`config.mk`:
```
export PLATFORM = sky130hd
export DESIGN_NAME = kcpsmx_writeback
export DESIGN_NICKNAME = d
export VERILOG_FILES = /design/src/rtl/kcpsmx_writeback.sv
export SDC_FILE = /design/constraint.sdc
export NUM_CORES = 1
export LEC_CHECK = 0
export ABC_AREA = 1
export CAP_MARGIN = 5
export CORE_MARGIN = 4
export CORE_UTILIZATION = 25
export DETAILED_ROUTE_END_ITERATION = 8
export PLACE_DENSITY = 0.63
export SLEW_MARGIN = 20
export SYNTH_ARGS = -nofsm -noshare
export SYNTH_HDL_FRONTEND = slang
export SYNTH_SLANG_ARGS = --single-unit
```
`constraint.sdc`:
```
create_clock -name clk -period 1.1 [get_ports clk]
set_input_delay 0.165 -clock clk [delete_from_list [all_inputs] [get_ports clk]]
set_output_delay 0.165 -clock clk [all_outputs]
set_load 0.03 [all_outputs]
```
`src/rtl/kcpsmx_writeback.sv`:
```
// KCPSMx writeback stage: registered register-file write port, Z/C flags,
// interrupt flag shadow and decode bypass.
//
// Ports:
//   clk, reset_n         clock; synchronous active-low reset
//   ex_valid             execute-stage instruction valid
//   ex_operation         opcode of the executing instruction
//   ex_dest              destination register sX
//   alu_result           ALU data result
//   alu_zero, alu_carry  ALU flag results
//   stall, flush         pipeline hold / kill of executing instruction
//   int_save             interrupt accepted: copy flags to shadow
//   int_restore          RETURNI: reload flags from shadow
//   wb_we/addr/data      registered register-file write port
//   flag_zero/carry      architectural Z and C flags
//   fwd_valid/addr/data  bypass to decode (mirror of wb_*)

package kcpsmx3_inc;

  typedef enum logic [4:0] {
    OP_NOP     = 5'd0,
    OP_LOAD    = 5'd1,
    OP_AND     = 5'd2,
    OP_OR      = 5'd3,
    OP_XOR     = 5'd4,
    OP_ADD     = 5'd5,
    OP_ADDCY   = 5'd6,
    OP_SUB     = 5'd7,
    OP_SUBCY   = 5'd8,
    OP_TEST    = 5'd9,
    OP_COMPARE = 5'd10,
    OP_RS      = 5'd11,
    OP_INPUT   = 5'd12,
    OP_OUTPUT  = 5'd13,
    OP_STORE   = 5'd14,
    OP_FETCH   = 5'd15,
    OP_JUMP    = 5'd16,
    OP_CALL    = 5'd17,
    OP_RETURN  = 5'd18,
    OP_RETURNI = 5'd19,
    OP_ENINT   = 5'd20,
    OP_DISINT  = 5'd21
  } opcode_t;

  localparam int unsigned OP_COUNT = 22;

endpackage

module kcpsmx_writeback
  import kcpsmx3_inc::*;
#(
  parameter int OPERAND_WIDTH  = 8,
  parameter int REG_ADDR_WIDTH = 4
) (
  input  logic                      clk,
  input  logic                      reset_n,
  input  logic                      ex_valid,
  input  opcode_t                   ex_operation,
  input  logic [REG_ADDR_WIDTH-1:0] ex_dest,
  input  logic [OPERAND_WIDTH-1:0]  alu_result,
  input  logic                      alu_zero,
  input  logic                      alu_carry,
  input  logic                      stall,
  input  logic                      flush,
  input  logic                      int_save,
  input  logic                      int_restore,
  output logic                      wb_we,
  output logic [REG_ADDR_WIDTH-1:0] wb_addr,
  output logic [OPERAND_WIDTH-1:0]  wb_data,
  output logic                      flag_zero,
  output logic                      flag_carry,
  output logic                      fwd_valid,
  output logic [REG_ADDR_WIDTH-1:0] fwd_addr,
  output logic [OPERAND_WIDTH-1:0]  fwd_data
);

  logic                      we_q, we_d;
  logic [REG_ADDR_WIDTH-1:0] addr_q, addr_d;
  logic [OPERAND_WIDTH-1:0]  data_q, data_d;
  logic                      z_q, z_d;
  logic                      c_q, c_d;
  logic                      sz_q, sz_d;
  logic                      sc_q, sc_d;

  logic accept;
  logic op_wr;
  logic op_fl;
  logic z_upd;
  logic c_upd;

  // flush wins over stall: either one turns the slot into a bubble
  assign accept = ex_valid & ~stall & ~flush;

  always_comb begin
    op_wr = 1'b0;
    op_fl = 1'b0;
    case (ex_operation)
      OP_ADD,
      OP_ADDCY,
      OP_SUB,
      OP_SUBCY,
      OP_AND,
      OP_OR,
      OP_XOR,
      OP_RS: begin
        op_wr = 1'b1;
        op_fl = 1'b1;
      end
      OP_LOAD,
      OP_INPUT: begin
        op_wr = 1'b1;
      end
      OP_COMPARE,
      OP_TEST: begin
        op_fl = 1'b1;
      end
      default: begin
        op_wr = 1'b0;
        op_fl = 1'b0;
      end
    endcase
  end

  always_comb begin
    we_d   = accept & op_wr;
    addr_d = addr_q;
    data_d = data_q;
    if (accept && op_wr) begin
      addr_d = ex_dest;
      data_d = alu_result;
    end
  end

  // z_upd/c_upd are the flags after this edge's instruction; restore
  // overrides them, and save captures them (so a save sees an update
  // made by the instruction accepted on the same edge).
  always_comb begin
    z_upd = z_q;
    c_upd = c_q;
    if (accept && op_fl) begin
      z_upd = alu_zero;
      c_upd = alu_carry;
    end
    z_d  = z_upd;
    c_d  = c_upd;
    sz_d = sz_q;
    sc_d = sc_q;
    if (int_restore) begin
      z_d = sz_q;
      c_d = sc_q;
    end else if (int_save) begin
      sz_d = z_upd;
      sc_d = c_upd;
    end
  end

  always_ff @(posedge clk) begin
    if (!reset_n) begin
      we_q   <= 1'b0;
      addr_q <= '0;
      data_q <= '0;
      z_q    <= 1'b0;
      c_q    <= 1'b0;
      sz_q   <= 1'b0;
      sc_q   <= 1'b0;
    end else begin
      we_q   <= we_d;
      addr_q <= addr_d;
      data_q <= data_d;
      z_q    <= z_d;
      c_q    <= c_d;
      sz_q   <= sz_d;
      sc_q   <= sc_d;
    end
  end

  assign wb_we      = we_q;
  assign wb_addr    = addr_q;
  assign wb_data    = data_q;
  assign flag_zero  = z_q;
  assign flag_carry = c_q;
  assign fwd_valid  = we_q;
  assign fwd_addr   = addr_q;
  assign fwd_data   = data_q;

endmodule
```
# Word level (Yosys, flattened, before mapping)
# Index checks and enable logic that the tools add are counted.
# totals
input_bits	26
register_bits	17
out_inout_bits	28
word_cells	36
# classes
n_reduce_logical	5
n_eq_ne	12
bitwise_logic	6
mux	6
# op_table
cell	n
5-bit by 4-bit equality test with 1-bit output, second input constant	5
5-bit by 3-bit equality test with 1-bit output, second input constant	4
10-bit OR reduction	2
5-bit by 2-bit equality test with 1-bit output, second input constant	2
1-bit two-way mux	6
5-bit by 1-bit equality test with 1-bit output, second input constant	1
1-bit AND	3
1-bit NOT	3
1-bit logical AND	2
2-bit AND reduction	1

# Longest topological paths before layout
# Gate-level depths: netlist of the first run.
# depth
depth_word	6
depth_mapped	10
ltp_nobuf	9

# Worst setup path before layout of the first run
# OpenSTA, ideal clock, no wires.
# synth_timing
path_kind	input port to flip-flop
from	in stall
to	reg addr_q[0] (netlist: fwd_addr[0])
stages	6
setup_slack_ns	0.115
arrival_ns	0.921
path_buffers	1
required_time_ns	1.036
setup_time_ns	0.064
cell_sequence	nor3_4 -> inv_1 -> nor2_2 -> buf_6 -> nor2_1 -> nor2_1
# synth_via
elab_chain_len	4
# synth_lines
item	line	source
start: declaration	63	input logic stall,
1-bit NOT	92	assign accept = ex_valid & ~stall & ~flush;
1-bit AND (2 in a row)	92	
1-bit logical AND	128	if (accept && op_wr) begin
end signal: assignment	168	addr_q <= addr_d;
end: declaration	78	logic [REG_ADDR_WIDTH-1:0] addr_q, addr_d;
# Every way passes these cells.
# A chain may end at the register's enable or synchronous reset.

# Worst setup path after layout of the first run
# layout_timing
from	in ex_operation[4]
to	reg data_q[1] (netlist: fwd_data[1])
# layout_via
elab_chain_len	4
elab_cells_between_ends	13
classes_between	eq/ne (10); mux (1); reduce/logical (2)
# layout_lines
item	line	source
start: declaration	58	input opcode_t ex_operation,
5-bit by 3-bit equality test with 1-bit output (tied with other cells)	97	case (ex_operation)
10-bit OR reduction (no line) *	-	
1-bit two-way mux *	97	
1-bit logical AND *	128	
end signal: assignment	169	data_q <= data_d;
end: declaration	79	logic [OPERAND_WIDTH-1:0] data_q, data_d;
# Every way passes the cells marked *; elsewhere a longest branch is shown, timed or not.

==> results.py, run 1 <==
metrics = {
    "synth": {
        "yosysUniqueCellTypes": 13,
        "ys_ff_latch": 17,
        "synth_nets": 182,
        "synth_warnings": 0,
        "yosys.area_share.xor_xnor": 0,
        "synth_area_per_cell_um2": 6.280,
        "synthAdderAreaFrac": 0,
        "muxShareOfSynthArea": 0,
        "synth-seq-area-share": 0.3474,
        "synth_area_um2": 979.7,
        "synth_compound_area_frac": 0.03576,
        "synth-simple-area-share": 0.3704,
        "synthCells": 156,
        "synth_top_family_by_area": "simple AND/OR/NAND/NOR gates",
    },
    "worst_setup_path": {
        "end_kind": "flop",
        "arrival_ns": 1.15,
        "cp-startpoint": "ex_operation[4]",
        "endpoint": "fwd_data[1]",
        "critPathLaunchType": "input pin",
        "ff2ff_setup_slack_ns": 0.45,
        "worstPathRequired_ns": 1.25,
        "rr_worst_depth": 4,
        "reg2reg_to": "sc_q",
        "critPathKind": "input pin to flop",
        "r2r-start": "flag_carry",
        "cp_max_fo": 12,
    },
    "die": {
        "io_pins": 54,
        "die_h_um": 70.60,
        "dieArea_mm2": 0.004984,
        "core_mm2": 0.003716,
        "die_w_um": 70.60,
        "row_count": 22,
        "start_util": 0.2636,
    },
    "detailed_routing": {
        "ant_nets": 0,
        "avgRoutedWirePerCell_um": 9.744,
        "drt_wl_total_mm": 2.475,
        "vias_per_cell": 3.996,
        "route.detailed.drc": 0,
        "num_vias": 1015,
        "drt_iter0_drc": 20,
        "dr.pass1.iters": 4,
    },
    "cells_and_area": {
        "mostFrequentLayoutCells": "buf_4 (33), nor2_1 (29), inv_1 (28)",
        "multi_input_area_um2": 425.4,
        "nets": 233,
        "mostFrequentLayoutCell": "buf_4",
        "antenna_cells": 0,
        "seq_area_um2": 340.3,
        "syn2layout_area_growth_pct": 57.73,
        "fillerInstances": 397,
        "final_layout_size_suffix_gt1_frac": 0.2718,
    },
    "clock_network": {
        "clk_latency_ns": 0.25,
        "clk_pin_slew_ns": 0.06,
        "cts_hold_buf": 0,
        "cts_buffers": 3,
        "cts_tree": "yes",
        "cts_buffer_depth": 2,
        "root_buffer": "clkbuf_8",
        "clock-sinks": 17,
        "h-tree-depth": 1,
    },
    "timing": {
        "post-route-period-util": 0.9099,
        "finClkSkew_ns": 0.0001578,
        "period_needed_ns": 1.001,
        "max_slew_margin": 0.7585,
        "setup_viol": 0,
        "tightest_slew_ns": 0.3598,
        "fmax_mhz": 999.1,
        "hold_viol": 0,
        "drv_slew": 0,
        "worst_slack_ns": 0.09908,
    },
    "pwr": {
        "power_density_mw_per_mm2": 968.7,
        "finalPower_mw": 1.497,
        "irDropWorstVdd_mv": 0.5630,
        "power_leakage_nw": 0.8294,
    },
    "place": {
        "numPortBuffers": 53,
        "place_congestion": 0.7886,
        "dp_hpwl_mm": 1.932,
        "pre_cts_slack_ns": -0.6240,
    },
    "global_route": {
        "grt_pass1_vias": 954,
        "grt_usage": 0.09815,
        "grt_max_degree": 13,
        "grt_overflow_total": 0,
        "grt_pass1_wl_mm": 4.043,
        "antenna_found_initial": 0,
    },
    "worst_hold_path": {
        "min_path_type": "input pin to flop",
    },
    "outcome": {
        "status": "finished, final reports clean",
    },
    "job": {
        "maxCapViolCount": 0,
    },
}
-- kinds of logic (layout without fill, tap and decap cells) --
family          Yosys count  count (layout)
buf+inv                  47              97
flops                    17              17
compound gates            7               7
simple gates             85              85
-- per-layer routing --
metal,vias up,track usage,share of wire
li1,553,-,-
met1,426,0.1173,0.43
met2,34,0.1674,0.47
met3,2,0.03977,0.093
met4,0,0.01879,0.0040
met5,-,0,0
-- worst min-delay path by stage --
stage                     start          end  slack, ns  depth (start not counted)
CTS                       flush    fwd_valid       0.41                          4
detailed placement  fwd_data[3]  fwd_data[3]       0.50                          2
floorplan               reset_n  fwd_data[0]       0.29                          2
global route              stall    fwd_valid       0.32                          4
global placement    fwd_addr[1]  fwd_addr[1]       0.49                          2
finish                    stall    fwd_valid       0.31                          4
-- worst max-delay path: stages --
cell,delay [ns]
clkdlybuf4s15_1,0.25
nor2_1,0.05
o21ai_1,0.10
nand2_1,0.11
nor2_4,0.13
nor2_4,0.06
buf_12,0.13
nor2_1,0.09
nor2_1,0.05
-- registers in the layout (all words and copies together), names as in the netlist --
signal and count:
sz_q 1, fwd_data 8, fwd_valid 1, sc_q 1, fwd_addr 4, flag_carry 1
flag_zero 1
-- report_power, final --
part | switching, mW | leakage, nW | total (mW) | internal, mW
registers | 0.0143 | 0.138 | 0.652 | 0.638
logic | 0.200 | 0.666 | 0.387 | 0.187
clock network | 0.207 | 0.0255 | 0.458 | 0.251
total | 0.421 | 0.829 | 1.50 | 1.08
-- synth_stat cells --
cell type	n	share of area
nand2_1	30	0.11
nand3_1	20	0.10
a21oi_1	5	0.026
buf_2	1	0.0051
buf_4	15	0.11
nor2_2	2	0.013
nor3_4	1	0.017
inv_1	30	0.11
nor2_1	31	0.12
buf_6	1	0.011
nor3_1	1	0.0051
o21ai_0	2	0.010
dfxtp_1	17	0.35
-- stage by stage --
step                      instance area [µm²]  std cells   TNS [ns]  hold WS [ns]    util
final                                    1545        254          0        0.3114  0.4158
after global routing                     1545        254  -0.002252        0.3232  0.4158
after CTS                                1536        253          0        0.4116  0.4135
after detailed placement                 1409        245     -9.494        0.4990  0.3791
after global placement                   1409        245     -9.186        0.4906  0.3791
after floorplan                         979.7        156          0        0.2857       -
-- layout make-up --
class / instances / share of cell area
clock buffer: 3 / 0.02672
clock inverter: 1 / 0.003239
inverter: 30 / 0.07287
multi-input combinational: 92 / 0.2753
sequential: 17 / 0.2202
tap: 48 / 0.03887
timing repair buffer: 63 / 0.3628
-- what timing repair did --
action,in CTS,in global routing
setup buffers,4,1
pin swaps,4,2
endpoints found under the hold margin,0,0
endpoints found under the setup margin,16,16
resized for setup,17,14
(Power assumes the default switching activity.)
==> run 2: changes to the inputs <==
- CORE_MARGIN: 4 -> 2
- PLACE_DENSITY: 0.63 -> 0.65
- clock period: 1.1 -> 0.9 ns (I/O delays scaled with it)
==> results.py, run 2 (synthesis gave the netlist of run 1 again) <==
metrics = {
    "place": {
        "numPortBuffers": 53,
        "pre_cts_slack_ns": -0.8623,
        "dp_hpwl_mm": 1.730,
        "place_congestion": 0.7752,
    },
    "pwr": {
        "power_leakage_nw": 0.8847,
        "power_density_mw_per_mm2": 1068,
        "irDropWorstVdd_mv": 0.9666,
    },
    "cells_and_area": {
        "final_util": 0.4872,
        "mostFrequentLayoutCell": "buf_6",
        "mostFrequentLayoutCells": "buf_6 (30), nand2_1 (22), inv_1 (22)",
        "largest_reg_flops": 8,
        "final_layout_size_suffix_gt1_frac": 0.4952,
        "fillerInstances": 378,
        "nets": 235,
        "syn2layout_area_growth_pct": 84.80,
        "antenna_cells": 0,
    },
    "worst_setup_path": {
        "reg2reg_to": "fwd_data[6]",
        "worstPathRequired_ns": 0.76,
        "arrival_ns": 0.78,
        "cp_num_cells": 1,
        "cp_max_fo": 3,
        "ff2ff_setup_slack_ns": 0.17,
        "rr_worst_depth": 3,
        "r2r-start": "fwd_data[6]",
        "cpLargestDelayFamily": "flip-flops",
        "critPathMaxStageDelay_ns": 0.39,
        "end_kind": "primary output",
        "path_buf_inv": 1,
        "crit_chain": "buf_6",
        "slowest_stage": "dfxtp_2",
        "critPathKind": "flop to primary output",
        "critPathLaunchType": "flop",
    },
    "global_route": {
        "use_met3": 0.04223,
        "grt_overflow_total": 0,
        "antenna_found_initial": 0,
        "gr-max-usage-layer": "met2",
        "grt_pass1_wl_mm": 3.864,
        "grt_usage": 0.1106,
        "grt_max_degree": 13,
        "grt.met1_usage": 0.1336,
        "grt_pass1_vias": 924,
        "grt_use_met2": 0.1900,
    },
    "timing": {
        "setup_viol": 2,
        "tightest_slew_ns": 0.2411,
        "period_needed_ns": 0.9183,
        "fmax_mhz": 1089,
        "worst_slack_ns": -0.01835,
        "drv_slew": 0,
        "max_slew_margin": 0.8387,
        "hold_viol": 0,
        "rsz0062_at_grt": "true",
        "finClkSkew_ns": 0.0002228,
        "post-route-period-util": 1.020,
    },
    "detailed_routing": {
        "route.detailed.drc": 0,
        "vias_per_cell": 4.117,
        "drt_iter0_drc": 54,
        "ant_nets": 0,
        "drt_wl_total_mm": 2.511,
        "avgRoutedWirePerCell_um": 9.809,
        "dr.pass1.iters": 4,
        "num_vias": 1054,
    },
    "clock_network": {
        "cts_tree": "yes",
        "cts_buffers": 3,
        "root_buffer": "clkbuf_8",
        "cts_hold_buf": 0,
        "clock-sinks": 17,
        "clk_pin_slew_ns": 0.07,
        "cts_buffer_depth": 2,
        "clk_latency_ns": 0.24,
        "h-tree-depth": 1,
    },
    "die": {
        "core_mm2": 0.003716,
        "io_pins": 54,
        "start_util": 0.2636,
        "dieArea_mm2": 0.004436,
        "die_h_um": 66.60,
        "row_count": 22,
        "die_w_um": 66.60,
    },
    "outcome": {
        "violations": "setup timing",
        "status": "finished with violations",
    },
    "worst_hold_path": {
        "hp-start": "flush",
        "min_to": "fwd_valid",
        "min_path_type": "input pin to flop",
        "hold_depth": 5,
    },
    "job": {
        "maxCapViolCount": 0,
    },
}
run 2: changes by cell type in the layout (fill, tap and decap cells not counted), moves of 4 or more:
cell     previous run  this run
nor2_2              2        11
nand2_1            27        22
inv_1              28        22
dfxtp_2             0        13
inv_2               2         6
buf_6               2        30
dfxtp_1            17         2
buf_4              33        10
nor2_1             29        18
nand2_2             2         6
run 2: area by class of cell:
class,instances,area (µm²),area share
Clock buffer,3,41.29,0.02281
Clock inverter,1,5.005,0.002764
Inverter,30,127.6,0.07049
Multi-Input combinational cell,92,504.2,0.2785
Sequential cell,17,364.1,0.2011
Tap cell,48,60.06,0.03317
Timing Repair Buffer,65,708.2,0.3912
run 2: where the power goes:
part           internal, mW  total, mW  switching [mW]
logic                 0.296      0.573           0.277
registers             0.779      0.804          0.0248
clock network         0.306      0.556           0.250
total                  1.38       1.93           0.552
run 2: worst max path at each step:
| stage | slack, ns | from | endpoint |
|---|---|---|---|
| after floorplan | -0.02 | flush | fwd_addr[0] |
| after global placement | -0.81 | ex_operation[2] | fwd_data[6] |
| after detailed placement | -0.86 | ex_operation[2] | fwd_data[1] |
| after CTS | -0.15 | ex_operation[1] | fwd_data[0] |
| after global routing | -0.07 | ex_operation[2] | fwd_data[6] |
| final | -0.02 | fwd_data[1] | wb_data[1] |
run 2: worst register-to-register path, cell delays in order, from the launching register on:
cell and delay [ns]:
dfxtp_4 0.35, buf_4 0.13, nor2_2 0.10, nor2_1 0.05
run 2: what timing repair did:
item	in CTS	in global routing
setup buffers	1	4
resized for setup	48	77
setup endpoints to repair	41	43
endpoints found under the hold margin	0	0
pin swaps	8	15
cloned	0	2
run 2: through the flow:
stage | total power [mW] | cells | hold WS, ns | setup TNS, ns | instance area, µm²
floorplan | 1.062 | 156 | 0.2557 | -0.1610 | 1002
global placement | 1.274 | 246 | 0.4864 | -12.64 | 1451
detailed placement | 1.275 | 246 | 0.4950 | -13.08 | 1451
CTS | 1.863 | 251 | 0.3965 | -2.021 | 1609
global route | 2.049 | 256 | 0.3018 | -0.7585 | 1810
finish | 1.934 | 256 | 0.2934 | -0.03568 | 1810
run 2: per-layer routing:
metal	up-vias	routed length (µm)
met4	0	8
li1	558	-
met5	-	0
met2	36	1261
met1	458	1056
met3	2	184
